$ cat config.mk
export PLATFORM = sky130hd
export DESIGN_NAME = msp430_per_initiator_flat
export DESIGN_NICKNAME = d
export VERILOG_FILES = /design/src/rtl/msp430_per_pkg.sv /design/src/rtl/msp430_per_initiator_if.sv /design/src/rtl/msp430_per_initiator.sv /design/src/flat_wrapper.sv
export SDC_FILE = /design/constraint.sdc
export NUM_CORES = 1
export LEC_CHECK = 0
export CAP_MARGIN = 15
export CELL_PAD_IN_SITES_DETAIL_PLACEMENT = 0
export CELL_PAD_IN_SITES_GLOBAL_PLACEMENT = 2
export CORE_MARGIN = 2
export CORE_UTILIZATION = 30
export CTS_CLUSTER_DIAMETER = 60
export DETAILED_ROUTE_END_ITERATION = 7
export HOLD_SLACK_MARGIN = 0.15
export PLACE_DENSITY_LB_ADDON = 0.1
export SYNTH_ARGS = -nofsm -noshare
export SYNTH_HDL_FRONTEND = slang
export SYNTH_SLANG_ARGS = --single-unit
$ cat constraint.sdc
create_clock -name mclk -period 4.1 [get_ports mclk]
set_input_delay 0.82 -clock mclk [delete_from_list [all_inputs] [get_ports mclk]]
set_output_delay 0.82 -clock mclk [all_outputs]
set_load 0.005 [all_outputs]
$ cat src/rtl/msp430_per_pkg.sv
// Shared types and constants for the MSP430 peripheral-bus initiator.
// The peripheral space size defaults to the global PER_SIZE define.
`ifndef PER_SIZE
`define PER_SIZE 512
`endif

package msp430_per_pkg;

  typedef enum logic [1:0] {
    IDLE   = 2'd0,
    WAIT   = 2'd1,
    ACCESS = 2'd2,
    RESP   = 2'd3
  } state_t;

  localparam logic [1:0] PER_WE_NONE = 2'b00;
  localparam logic [1:0] PER_WE_LO   = 2'b01;
  localparam logic [1:0] PER_WE_HI   = 2'b10;
  localparam logic [1:0] PER_WE_WORD = 2'b11;

  // Bit 15 is never stored: such addresses are rejected before the bus is used.
  typedef struct packed {
    logic [14:0] addr;
    logic        wr;
    logic        bw;
    logic [15:0] wdata;
  } req_t;

  function automatic logic [1:0] lane_we(input logic wr, input logic bw, input logic a0);
    if (!wr)
      return PER_WE_NONE;
    else if (!bw)
      return PER_WE_WORD;
    else
      return a0 ? PER_WE_HI : PER_WE_LO;
  endfunction

endpackage

$ cat src/rtl/msp430_per_initiator_if.sv
// Client request/response channels plus the peripheral bus, bundled together.
// The master modport is the initiator's view; slave is the environment's view.
interface msp430_per_initiator_if;

  logic        req_valid;
  logic        req_ready;
  logic [15:0] req_addr;
  logic        req_wr;
  logic        req_bw;
  logic [15:0] req_wdata;

  logic        rsp_valid;
  logic        rsp_ready;
  logic [15:0] rsp_rdata;
  logic        rsp_err;

  logic        per_req;
  logic        per_gnt;
  logic        per_en;
  logic [1:0]  per_we;
  logic [13:0] per_addr;
  logic [15:0] per_din;
  logic [15:0] per_dout;

  modport master (
    input  req_valid, req_addr, req_wr, req_bw, req_wdata,
    input  rsp_ready, per_gnt, per_dout,
    output req_ready, rsp_valid, rsp_rdata, rsp_err,
    output per_req, per_en, per_we, per_addr, per_din
  );

  modport slave (
    output req_valid, req_addr, req_wr, req_bw, req_wdata,
    output rsp_ready, per_gnt, per_dout,
    input  req_ready, rsp_valid, rsp_rdata, rsp_err,
    input  per_req, per_en, per_we, per_addr, per_din
  );

endinterface

$ cat src/rtl/msp430_per_initiator.sv
// Single-outstanding bus initiator: accepts one client request, waits for the
// backbone grant, runs one peripheral cycle and returns data or an error.
module msp430_per_initiator
  import msp430_per_pkg::*;
#(
  parameter int PER_SIZE = `PER_SIZE,
  parameter int TIMEOUT  = 255,
  parameter int TO_WD    = 8
) (
  input  logic                   mclk,
  input  logic                   puc_rst_n,
  msp430_per_initiator_if.master bus
);

  localparam logic [16:0]      PER_LIMIT = 17'(PER_SIZE);
  localparam logic [TO_WD-1:0] TO_LIMIT  = TO_WD'(TIMEOUT);
  localparam bit               TO_EN     = (TIMEOUT != 0);

  state_t            state;
  state_t            state_nxt;
  req_t              req_q;
  logic [15:0]       rdata_q;
  logic              err_q;
  logic [TO_WD-1:0]  to_cnt;
  logic [TO_WD-1:0]  to_cnt_inc;
  logic              req_bad;
  logic              to_hit;
  logic [15:0]       read_data;

  assign req_bad    = ({1'b0, bus.req_addr} >= PER_LIMIT) ||
                      (!bus.req_bw && bus.req_addr[0]);
  assign to_cnt_inc = to_cnt + TO_WD'(1);
  assign to_hit     = TO_EN && (to_cnt_inc == TO_LIMIT);

  // Byte reads pick the addressed lane and zero-extend it.
  assign read_data = req_q.bw ?
                     {8'h00, req_q.addr[0] ? bus.per_dout[15:8] : bus.per_dout[7:0]} :
                     bus.per_dout;

  // NOTE: sequential state uses non-blocking assignments so every flop samples
  // the pre-edge values, independent of process evaluation order.
  always_ff @(posedge mclk or negedge puc_rst_n) begin
    if (!puc_rst_n)
      state <= IDLE;
    else
      state <= state_nxt;
  end

  always_comb begin
    state_nxt = state;
    case (state)
      IDLE:    if (bus.req_valid) state_nxt = req_bad ? RESP : WAIT;
      WAIT:    if (bus.per_gnt)   state_nxt = ACCESS;
               else if (to_hit)   state_nxt = RESP;
      ACCESS:  state_nxt = RESP;
      RESP:    if (bus.rsp_ready) state_nxt = IDLE;
      default: state_nxt = IDLE;
    endcase
  end

  always_ff @(posedge mclk or negedge puc_rst_n) begin
    if (!puc_rst_n) begin
      req_q   <= '0;
      rdata_q <= '0;
      err_q   <= 1'b0;
      to_cnt  <= '0;
    end else begin
      case (state)
        IDLE: begin
          if (bus.req_valid) begin
            req_q   <= '{addr:  bus.req_addr[14:0],
                         wr:    bus.req_wr,
                         bw:    bus.req_bw,
                         wdata: bus.req_wdata};
            err_q   <= req_bad;
            rdata_q <= '0;
            to_cnt  <= '0;
          end
        end
        WAIT: begin
          if (!bus.per_gnt) begin
            to_cnt <= to_cnt_inc;
            if (to_hit) err_q <= 1'b1;
          end
        end
        ACCESS: begin
          rdata_q <= req_q.wr ? 16'h0000 : read_data;
          err_q   <= 1'b0;
        end
        RESP: begin
          if (bus.rsp_ready) begin
            rdata_q <= '0;
            err_q   <= 1'b0;
          end
        end
        default: ;
      endcase
    end
  end

  // The peripheral bus is OR-combined, so every bus output idles at zero.
  // NOTE: every output gets a default before the case so no latch is inferred.
  always_comb begin
    bus.req_ready = 1'b0;
    bus.rsp_valid = 1'b0;
    bus.rsp_rdata = 16'h0000;
    bus.rsp_err   = 1'b0;
    bus.per_req   = 1'b0;
    bus.per_en    = 1'b0;
    bus.per_we    = PER_WE_NONE;
    bus.per_addr  = 14'h0000;
    bus.per_din   = 16'h0000;
    case (state)
      IDLE: bus.req_ready = 1'b1;
      WAIT: bus.per_req   = 1'b1;
      ACCESS: begin
        bus.per_req  = 1'b1;
        bus.per_en   = 1'b1;
        bus.per_addr = req_q.addr[14:1];
        bus.per_we   = lane_we(req_q.wr, req_q.bw, req_q.addr[0]);
        if (req_q.wr)
          bus.per_din = req_q.bw ? {req_q.wdata[7:0], req_q.wdata[7:0]} : req_q.wdata;
      end
      RESP: begin
        bus.rsp_valid = 1'b1;
        bus.rsp_rdata = rdata_q;
        bus.rsp_err   = err_q;
      end
      default: ;
    endcase
  end

endmodule

$ cat src/flat_wrapper.sv
// flat-port wrapper written by rule: the top's interface ports become plain ports
module msp430_per_initiator_flat import msp430_per_pkg::*;
#(
  parameter int PER_SIZE = `PER_SIZE,
  parameter int TIMEOUT  = 255,
  parameter int TO_WD    = 8
)
  (mclk, puc_rst_n, bus_req_valid, bus_req_addr, bus_req_wr, bus_req_bw, bus_req_wdata, bus_rsp_ready, bus_per_gnt, bus_per_dout, bus_req_ready, bus_rsp_valid, bus_rsp_rdata, bus_rsp_err, bus_per_req, bus_per_en, bus_per_we, bus_per_addr, bus_per_din);
  msp430_per_initiator_if bus_i ();
  input  logic mclk;
  input  logic puc_rst_n;
  input wire logic [$bits(bus_i.req_valid)-1:0] bus_req_valid;
  input wire logic [$bits(bus_i.req_addr)-1:0] bus_req_addr;
  input wire logic [$bits(bus_i.req_wr)-1:0] bus_req_wr;
  input wire logic [$bits(bus_i.req_bw)-1:0] bus_req_bw;
  input wire logic [$bits(bus_i.req_wdata)-1:0] bus_req_wdata;
  input wire logic [$bits(bus_i.rsp_ready)-1:0] bus_rsp_ready;
  input wire logic [$bits(bus_i.per_gnt)-1:0] bus_per_gnt;
  input wire logic [$bits(bus_i.per_dout)-1:0] bus_per_dout;
  output wire logic [$bits(bus_i.req_ready)-1:0] bus_req_ready;
  output wire logic [$bits(bus_i.rsp_valid)-1:0] bus_rsp_valid;
  output wire logic [$bits(bus_i.rsp_rdata)-1:0] bus_rsp_rdata;
  output wire logic [$bits(bus_i.rsp_err)-1:0] bus_rsp_err;
  output wire logic [$bits(bus_i.per_req)-1:0] bus_per_req;
  output wire logic [$bits(bus_i.per_en)-1:0] bus_per_en;
  output wire logic [$bits(bus_i.per_we)-1:0] bus_per_we;
  output wire logic [$bits(bus_i.per_addr)-1:0] bus_per_addr;
  output wire logic [$bits(bus_i.per_din)-1:0] bus_per_din;
  assign bus_i.req_valid = bus_req_valid;
  assign bus_i.req_addr = bus_req_addr;
  assign bus_i.req_wr = bus_req_wr;
  assign bus_i.req_bw = bus_req_bw;
  assign bus_i.req_wdata = bus_req_wdata;
  assign bus_i.rsp_ready = bus_rsp_ready;
  assign bus_i.per_gnt = bus_per_gnt;
  assign bus_i.per_dout = bus_per_dout;
  assign bus_req_ready = bus_i.req_ready;
  assign bus_rsp_valid = bus_i.rsp_valid;
  assign bus_rsp_rdata = bus_i.rsp_rdata;
  assign bus_rsp_err = bus_i.rsp_err;
  assign bus_per_req = bus_i.per_req;
  assign bus_per_en = bus_i.per_en;
  assign bus_per_we = bus_i.per_we;
  assign bus_per_addr = bus_i.per_addr;
  assign bus_per_din = bus_i.per_din;
  msp430_per_initiator #(.PER_SIZE(PER_SIZE), .TIMEOUT(TIMEOUT), .TO_WD(TO_WD)) u_core (.mclk(mclk), .puc_rst_n(puc_rst_n), .bus(bus_i));
endmodule
==> flow_metrics.tcl, run 1 <==
set metrics [dict create \
    start_util_pct 30.99 \
    cellPowerDensity_nw_per_um2 633.0 \
    wl_met3_um 612 \
    postCtsHoldBufs 0 \
    cp.required_ns 3.28 \
    worstHoldPathType "register to register" \
    fin_hold_ws_ns 0.4757 \
    die_height_um 104.7 \
    ir_drop_v 0.0002638 \
    critPathTopFamily "buffers and inverters" \
    clkPwrFrac_pct 19.9 \
    drc_errors 0 \
    yosysWarnings 0 \
    critPathKind "register to output port" \
    synthArstFlopShare_pct 100.0 \
    totalWireLength_mm 8.040 \
    synthCells 278 \
    worstPathCellList "inv_1, ha_1, nand2_1, a21oi_1, clkdlybuf4s50_1" \
    final-seq-area_um2 1501 \
    finalNetCount 449 \
    seq_area_frac_synth_pct 49.34 \
    slew_headroom_pct 46.64 \
    slowest_stage "clkdlybuf4s50_1" \
    grt_first_pass_wirelength_mm 12.95 \
    synth_edf_count 0 \
    post-dp-hpwl_mm 5.580 \
    diodes 0 \
    fillCellCount 1014 \
    place_area_um2 4254 \
    avgSynthCellArea_um2 10.95 \
    numPortBuffers 107 \
    vias 2416 \
    critPathArrivalTime_ns 2.08 \
    dp_slack_ns 1.168 \
    synth_nets 339 \
    std_cell_rows 36 \
    wl_met1_mm 3.676 \
    overflow 0 \
    clock_latency_ns 0.33 \
    stdcell_area_um2 4463 \
    multi_input_area_um2 1471 \
    antenna_found_initial 0 \
    p_int_w 0.001887 \
    synthesis.area_um2 3043 \
    maxCapViolations 0 \
    period_share_pct 70.79 \
    cts_tree "yes" \
    cp-start-kind "register" \
    cts_setup_buffers 0 \
    seqPwrFrac_pct 36.3 \
    p_comb_share_pct 43.8 \
    setup_slack_ns 1.198 \
    ios 108 \
    drv_slew 0 \
    die-area_um2 10960 \
    drt_iter0_drc 64 \
    cts_buffers 9 \
    top_layer_used "met4" \
    core-area_um2 9819 \
    ant_nets 0 \
    grt_max_degree 61 \
    critPathCaptureType "output port" \
    ys_ff_latch 60 \
    wl_per_cell_um 15.34 \
    drive_gt1_share_pct 14.58 \
    post-route-min-period_ns 2.902 \
    cts.clk_slew.worst_paths_ns 0.06 \
    firstDrtPassIters 4 \
    cts_htree_levels 3 \
    place.gp.congestion 0.6967 \
    fmax_mhz 344.5 \
    crit_fanout 10 \
    viasPerCell 4.611 \
    cts-root-buf "clkbuf_8" \
    area_growth_pct 46.67 \
    yosys_most_used_dff "dfrtp_1" \
    finalSetupViolations 0 \
    die_w_um 104.7 \
    rsz0062_at_grt "no" \
    synth_cell_types 40 \
    status "complete, no violations" \
    fin_skew_ns 0.004675 \
    p_sw_share_pct 33.22 \
    fin_setup_tns_ns 0 \
    clock_sinks 60 \
    hold_viol 0 \
    cts_resized 0 \
    power.leakage_nw 1.922 \
    track_usage_pct 14.90 \
    slowest_delay_ns 0.53 \
    p_switching_w 0.0009385 \
    rrSetupSlack_ns 1.69 \
    clk_path_buf_depth 2 \
    cp_num_buf_inv 2 \
    tightest_slew_ns 0.8005 \
    first_global_vias 2566 \
    met2_length_mm 3.699 \
]
[path summary, 6_finish.rpt]
check / depth (start not counted) / to / from
worst max-delay path: 5 / bus_per_we[1] / u_core.state[0]
worst min-delay path: 2 / u_core.rdata_q[7] / u_core.rdata_q[7]
worst max register to register: 7 / u_core.rdata_q[8] / u_core.state[0]
worst min register to register: 2 / u_core.rdata_q[7] / u_core.rdata_q[7]
max in group asynchronous: 2 / u_core.to_cnt[2] / puc_rst_n
min in group asynchronous: 2 / u_core.rdata_q[14] / puc_rst_n
[synth_stat cells, drive strengths merged (2+ instances only)]
library cell / count / area (µm²)
dfrtp: 60 / 1501
mux2: 34 / 382.9
and2: 31 / 193.9
nand2: 23 / 86.33
o21ai: 20 / 100.1
mux2i: 17 / 170.2
nor2: 16 / 67.56
and3: 11 / 71.31
a22o: 9 / 78.83
inv: 7 / 26.28
clkbuf: 6 / 22.52
ha: 6 / 75.07
nand3: 6 / 35.03
buf: 5 / 21.27
a21oi: 3 / 15.01
a31oi: 2 / 12.51
nand2b: 2 / 12.51
o22ai: 2 / 12.51
o31ai: 2 / 15.01
[layer usage]
metal / vias up / GRT usage [%]
met1: 1145 / 19.36
li1: 1192 / -
met2: 74 / 23.16
met5: - / 0
met4: 0 / 3.143
met3: 5 / 6.425
[per-stage QoR]
stage / std cells / util, % / total power, W
finish: 524 / 45.45 / 0.002825
global route: 524 / 45.45 / 0.003038
CTS: 524 / 45.45 / 0.002879
detailed placement: 510 / 43.32 / 0.002296
global placement: 510 / 43.32 / 0.002279
floorplan: 278 / - / 0.001711
[kinds of logic after synthesis]
| logic type | synth area share [%] |
|---|---|
| AOI/OAI and AO/OA | 10.20 |
| xor gates and xnor gates | 0.5758 |
| adders and majority gates | 2.467 |
| buffers and inverters | 2.303 |
| DFF | 49.34 |
| muxes | 18.17 |
| and+or+nand+nor | 16.94 |
[layout make-up]
type / count / share of cell area, %
clock buffers: 13 / 4.009
clock inverters: 1 / 0.6728
inverters: 7 / 0.5887
multi-input cells: 200 / 32.97
flip-flops and latches: 60 / 33.64
well taps: 133 / 3.729
repair buffers: 110 / 24.39
[worst reg2reg max path, cell delays in order, from the launching register on]
cell and delay, ns:
dfrtp_1 0.37, inv_1 0.11, ha_1 0.31, nand2b_1 0.31, o211ai_4 0.26, or3b_1 0.59, nor2_4 0.24, a22o_1 0.17
[sequential cells by signal (all words and copies together), names as in the netlist]
signal          cells
u_core.rdata_q     16
u_core.req_q       33
u_core.to_cnt       8
u_core.state        2
u_core.err_q        1
[cells in the final DEF (no fill, tap or decap), types with 2 or more instances in the layout]
cell / instances
o22ai_1: 2
nor2_1: 15
buf_4: 3
mux2_2: 33
o21ai_0: 20
and3_2: 2
nand3_1: 5
clkdlybuf4s50_1: 106
mux2i_1: 17
o31ai_1: 2
and3_1: 9
inv_1: 7
dfrtp_1: 60
nand2_1: 23
a21oi_1: 3
ha_1: 6
nand2b_1: 2
clkbuf_8: 13
and2_1: 31
a22o_1: 9
a31oi_1: 2
[power groups by stage]
stage	sequential (W)	clock (W)	combinational, W
after global placement	0.00103	0	0.00125
final	0.00103	0.000563	0.00124
after detailed placement	0.00104	0	0.00126
after CTS	0.00103	0.000586	0.00126
after floorplan	0.000952	0	0.000759
after global routing	0.00106	0.000613	0.00136
Power figures use the tool's default switching activity.
==> inputs of run 2 (changes only) <==
Settings changed: CORE_UTILIZATION 30 to 25.
Clock period 4.1 ns to 2.5 ns, I/O delays scaled along.
==> run 2 against run 1 <==
Against the previous run:
- via count increased by 3.6%
- register-to-register slack got worse by 1.3 ns
- worst setup slack lost 1.1 ns
- non-clock buffer count up 9
- clock skew is 0.0022 ns higher
- utilization is 6.1 points lower
- die area grew 19%
- sequential cell count did not move
- power rose by 85%
- first-iteration DRC count grew 3.1%
- largest cell class unchanged
- largest power group unchanged
- combinational power grew 78%
==> flow_metrics.tcl, run 2 (synthesis results as in run 1) <==
set metrics [dict create \
    largest_register "u_core.req_q" \
    fin_hold_ws_ns 0.4733 \
    totalPowerFinal_w 0.005215 \
    rrSetupSlack_ns 0.35 \
    numPortBuffers 107 \
    drt_iter0_drc 66 \
    finalSetupViolations 0 \
    clock_latency_ns 0.32 \
    crit_fanout 24 \
    status "complete, no violations" \
    dp_slack_ns 0.2760 \
    fin_skew_ns 0.006877 \
    grt_first_pass_wirelength_mm 13.76 \
    power.leakage_nw 2.025 \
    start_util_pct 25.44 \
    final_common_cell "clkdlybuf4s50_1" \
    cellPowerDensity_nw_per_um2 1108 \
    reg_top3 "u_core.req_q (33), u_core.rdata_q (16), u_core.to_cnt (8)" \
    std_cell_rows 40 \
    first_global_vias 2644 \
    die_w_um 114.3 \
    post-dp-hpwl_mm 5.850 \
    crit_cells 5 \
    area_growth_pct 54.69 \
    firstDrtPassIters 4 \
    clk_path_buf_depth 2 \
    critPathKind "register to output port" \
    slowest_stage "clkdlybuf4s50_1" \
    drive_gt1_share_pct 17.16 \
    cp_num_buf_inv 3 \
    vias 2503 \
    cts_buffers 9 \
    wl_per_cell_um 15.38 \
    startpoint "u_core.state[0]" \
    cts_tree "yes" \
    ant_nets 0 \
    r2r_cells 8 \
    core-area_um2 11960 \
    cp-start-kind "register" \
    worstSetupEndpoint "bus_per_din[0]" \
    cts_setup_buffers 0 \
    cts-root-buf "clkbuf_16" \
    worstPathCellList "inv_2, ha_4, buf_12, and3_1, clkdlybuf4s50_1" \
    grt_max_degree 34 \
    place.gp.congestion 0.7092 \
    worstHoldPathType "register to register" \
    critPathCaptureType "output port" \
    die-area_um2 13070 \
    period_share_pct 94.65 \
    overflow 0 \
    slew_headroom_pct 68.24 \
    stdcell_area_um2 4707 \
    hold_viol 0 \
    rsz0062_at_grt "no" \
    cp.required_ns 2.00 \
    slowest_delay_ns 0.51 \
    post-route-min-period_ns 2.366 \
    ir_drop_v 0.0003717 \
    place_area_um2 4344 \
    critPathTopFamily "buffers and inverters" \
    drc_errors 0 \
    critPathArrivalTime_ns 1.87 \
    timing.rr.end "u_core.err_q" \
    tightest_slew_ns 0.4721 \
    ios 108 \
    finalNetCount 458 \
    diodes 0 \
    viasPerCell 4.559 \
    antenna_found_initial 0 \
    die_height_um 114.3 \
    fmax_mhz 422.6 \
    cts.clk_slew.worst_paths_ns 0.05 \
    timing.rr.start "u_core.state[1]" \
    largest_reg_flops 33 \
    cts_htree_levels 3 \
    setup_slack_ns 0.1337 \
    clock_sinks 60 \
    drv_slew 0 \
    mostFrequentLayoutCells "clkdlybuf4s50_1, dfrtp_1, mux2_2" \
    totalWireLength_mm 8.442 \
    track_usage_pct 13.80 \
    maxCapViolations 0 \
]
-- run 2: area by class of cell --
| cell class | instances | area [µm²] |
|---|---|---|
| flip-flops and latches | 60 | 1503 |
| fillers | 1200 | 7254 |
| repair buffers | 119 | 1184 |
| well taps | 147 | 183.9 |
| clock inverters | 4 | 72.57 |
| multi-input cells | 200 | 1491 |
| clock buffers | 12 | 246.5 |
| inverters | 7 | 26.28 |
-- run 2: worst register-to-register path, cell delays in order, from the launching register on --
cell      delay [ns]
dfrtp_1         0.42
inv_1           0.14
ha_1            0.36
nand2b_1        0.20
buf_4           0.21
o21ai_0         0.10
nor2_1          0.06
a32oi_1         0.21
mux2_1          0.34
-- run 2: stage by stage --
step | utilization [%] | setup TNS (ns) | cells
after floorplan | - | 0 | 278
after global placement | 36.32 | 0 | 532
after detailed placement | 36.32 | 0 | 532
after CTS | 39.07 | -1.320 | 549
after global routing | 39.35 | 0 | 549
final | 39.35 | 0 | 549
-- run 2: per-layer routing --
| layer | wire length [µm] | up-vias | track usage [%] | share of wire [%] |
|---|---|---|---|---|
| met1 | 3768 | 1204 | 17.33 | 45 |
| li1 | - | 1218 | - | - |
| met2 | 3923 | 75 | 21.55 | 46 |
| met4 | 88 | 0 | 4.146 | 1.0 |
| met3 | 662 | 6 | 5.982 | 7.8 |
| met5 | 0 | - | 0 | 0 |
-- run 2: worst min path at each step --
stage	start	end	slack, ns	cells past startpoint
2_1_floorplan	puc_rst_n	u_core.err_q	0.20	0
3_3_place_gp	puc_rst_n	u_core.req_q[14]	0.29	1
3_5_place_dp	puc_rst_n	u_core.req_q[14]	0.29	1
4_1_cts	puc_rst_n	u_core.req_q[14]	0.47	2
5_1_grt	puc_rst_n	u_core.req_q[14]	0.49	2
6_report	u_core.rdata_q[5]	u_core.rdata_q[5]	0.47	2
-- run 2: timing repair --
action,CTS,global route
pin swaps,0,0
setup endpoints to repair,32,32
resized for setup,0,9
hold endpoints to repair,1,0
hold buffers,1,0
-- run 2: power by group --
| group | internal, W | total, W | switching (W) | leakage (nW) |
|---|---|---|---|---|
| combinational | 0.00126 | 0.00221 | 0.000948 | 1.12 |
| clock | 0.000898 | 0.00133 | 0.000434 | 0.153 |
| sequential | 0.00139 | 0.00167 | 0.000285 | 0.756 |
==> inputs of run 3 (changes only) <==
Settings changed: CORE_ASPECT_RATIO set to 1.1, SKIP_LAST_GASP set to 1.
==> run 3 against run 2 <==
Against the previous run:
- first-iteration DRC count grew 39%
- sequential share of layout area up 0.49 points
- wire length down 0.30%
- worst setup slack worse by 0.058 ns
- sequential cell count stayed put
- cell count rose by 0.55%
- non-clock buffer count is 2 lower
- combinational power decreased by 3%
- clock-buffer cell count stayed put
- via count about the same
- global-route usage down 0.20 points
- highest routed layer unchanged
==> flow_metrics.tcl, run 3 (synthesis results as in run 1) <==
set metrics [dict create \
    first_global_vias 2652 \
    cp-start-kind "register" \
    track_usage_pct 13.60 \
    totalPowerFinal_w 0.004979 \
    fin_skew_ns 0.003541 \
    start_util_pct 25.40 \
    fmax_mhz 412.5 \
    cellPowerDensity_nw_per_um2 1074 \
    reg_top3 "u_core.req_q (33), u_core.rdata_q (16), u_core.to_cnt (8)" \
    ant_nets 0 \
    cts.clk_slew.worst_paths_ns 0.05 \
    cts_htree_levels 3 \
    p_comb_share_pct 43.2 \
    drt_iter0_drc 92 \
    drc_errors 0 \
    critPathCaptureType "output port" \
    largest_register "u_core.req_q" \
    antenna_found_initial 0 \
    finalSetupViolations 0 \
    use_met3_pct 4.237 \
    numPortBuffers 107 \
    cts-root-buf "clkbuf_16" \
    cts_buffers 9 \
    fillCellCount 1222 \
    rrSetupSlack_ns 0.41 \
    final_cells 552 \
    met1_usage_pct 16.59 \
    place.gp.congestion 0.6823 \
    cts_tree "yes" \
    maxCapViolations 0 \
    p_switching_w 0.001629 \
    power.leakage_nw 1.991 \
    seqPwrFrac_pct 33.5 \
    status "complete, no violations" \
    grt.busiest_layer "met2" \
    period_share_pct 96.98 \
    grt_first_pass_wirelength_mm 13.39 \
    post-dp-hpwl_mm 5.762 \
    p_int_w 0.003350 \
    die_height_um 119.7 \
    ios 108 \
    largest_reg_flops 33 \
    rsz0062_at_grt "no" \
    die_w_um 109.2 \
    critPathKind "register to output port" \
    place_area_um2 4345 \
    post-route-min-period_ns 2.425 \
    cts_setup_buffers 0 \
    drive_gt1_share_pct 17.09 \
    postCtsHoldBufs 0 \
    wl_per_cell_um 15.25 \
    finalNetCount 456 \
    area_growth_pct 52.34 \
    worstHoldPathType "input port to async pin" \
    slew_headroom_pct 66.00 \
    ir_drop_v 0.0004382 \
    clkPwrFrac_pct 23.3 \
    hold_viol 0 \
    drv_slew 0 \
    viasPerCell 4.531 \
    clock_latency_ns 0.33 \
    totalWireLength_mm 8.417 \
    grtUsageMet2_pct 21.35 \
    final_common_cell "clkdlybuf4s50_1" \
    crit_fanout 24 \
    core-area_um2 11980 \
    stdcell_area_um2 4636 \
    p_sw_share_pct 32.72 \
    mostFrequentLayoutCells "clkdlybuf4s50_1, dfrtp_1, mux2_2" \
    timing.rr.start "u_core.state[1]" \
    diodes 0 \
    overflow 0 \
    dp_slack_ns 0.2905 \
    grt_max_degree 61 \
    multi_input_area_um2 1476 \
    die-area_um2 13070 \
    tightest_slew_ns 0.5087 \
    firstDrtPassIters 4 \
    critPathArrivalTime_ns 1.92 \
    r2r_cells 8 \
    timing.rr.end "u_core.err_q" \
    clock_sinks 60 \
    dpl.cell_count 538 \
    setup_slack_ns 0.07548 \
    final-seq-area_um2 1503 \
    cp.required_ns 2.00 \
    fin_setup_tns_ns 0 \
    vias 2501 \
    std_cell_rows 42 \
    clk_path_buf_depth 2 \
]
run 3: worst max path at each step:
stage                         start            endpoint  slack [ns]  cells after the start
floorplan           u_core.state[0]  u_core.rdata_q[10]        0.54                      9
global placement    u_core.state[0]      bus_per_din[7]        0.33                      5
detailed placement  u_core.state[0]       bus_per_we[1]        0.29                      5
CTS                 u_core.state[0]      bus_per_din[1]        0.04                      5
global route        u_core.state[0]      bus_per_din[4]       0.006                      5
finish              u_core.state[0]      bus_per_din[1]        0.08                      5
run 3: power by group through the flow:
stage | sequential, W | combinational, W | clock, W
floorplan | 0.00156 | 0.00124 | 0
CTS | 0.00167 | 0.00221 | 0.00119
finish | 0.00167 | 0.00215 | 0.00116
global placement | 0.00167 | 0.00217 | 0
global route | 0.00173 | 0.00239 | 0.00123
detailed placement | 0.00168 | 0.00218 | 0
run 3: final cells by class:
type                    instances  share of cell area (%)
flip-flops and latches         60                   32.42
multi-input cells             200                   31.85
repair buffers                117                   25.05
clock buffers                  12                   5.749
well taps                     154                   4.157
inverters                       7                  0.5668
clock inverters                 2                  0.2159
run 3: through the flow:
stage	hold slack (ns)	utilization, %
detailed placement	0.4649	36.27
CTS	0.1886	38.68
global route	0.2117	38.69
finish	0.1706	38.69
floorplan	0.2044	-
global placement	0.4582	36.27
run 3: worst max-delay path, cell delays in order, from the launching register on:
cell	delay [ns]
dfrtp_1	0.40
inv_2	0.11
ha_2	0.21
buf_8	0.18
and3_1	0.19
clkdlybuf4s50_1	0.50
run 3: layer usage:
layer  vias up  part of all wire, %
met5         -                    0
met4         0                  2.2
met3        13                  7.1
met2        78                   46
met1      1198                   45
li1       1212                    -
run 3: repair_timing:
action | in CTS | in global routing
pin swaps | 0 | 0
endpoints found under the setup margin | 32 | 7
gates resized for setup | 5 | 1
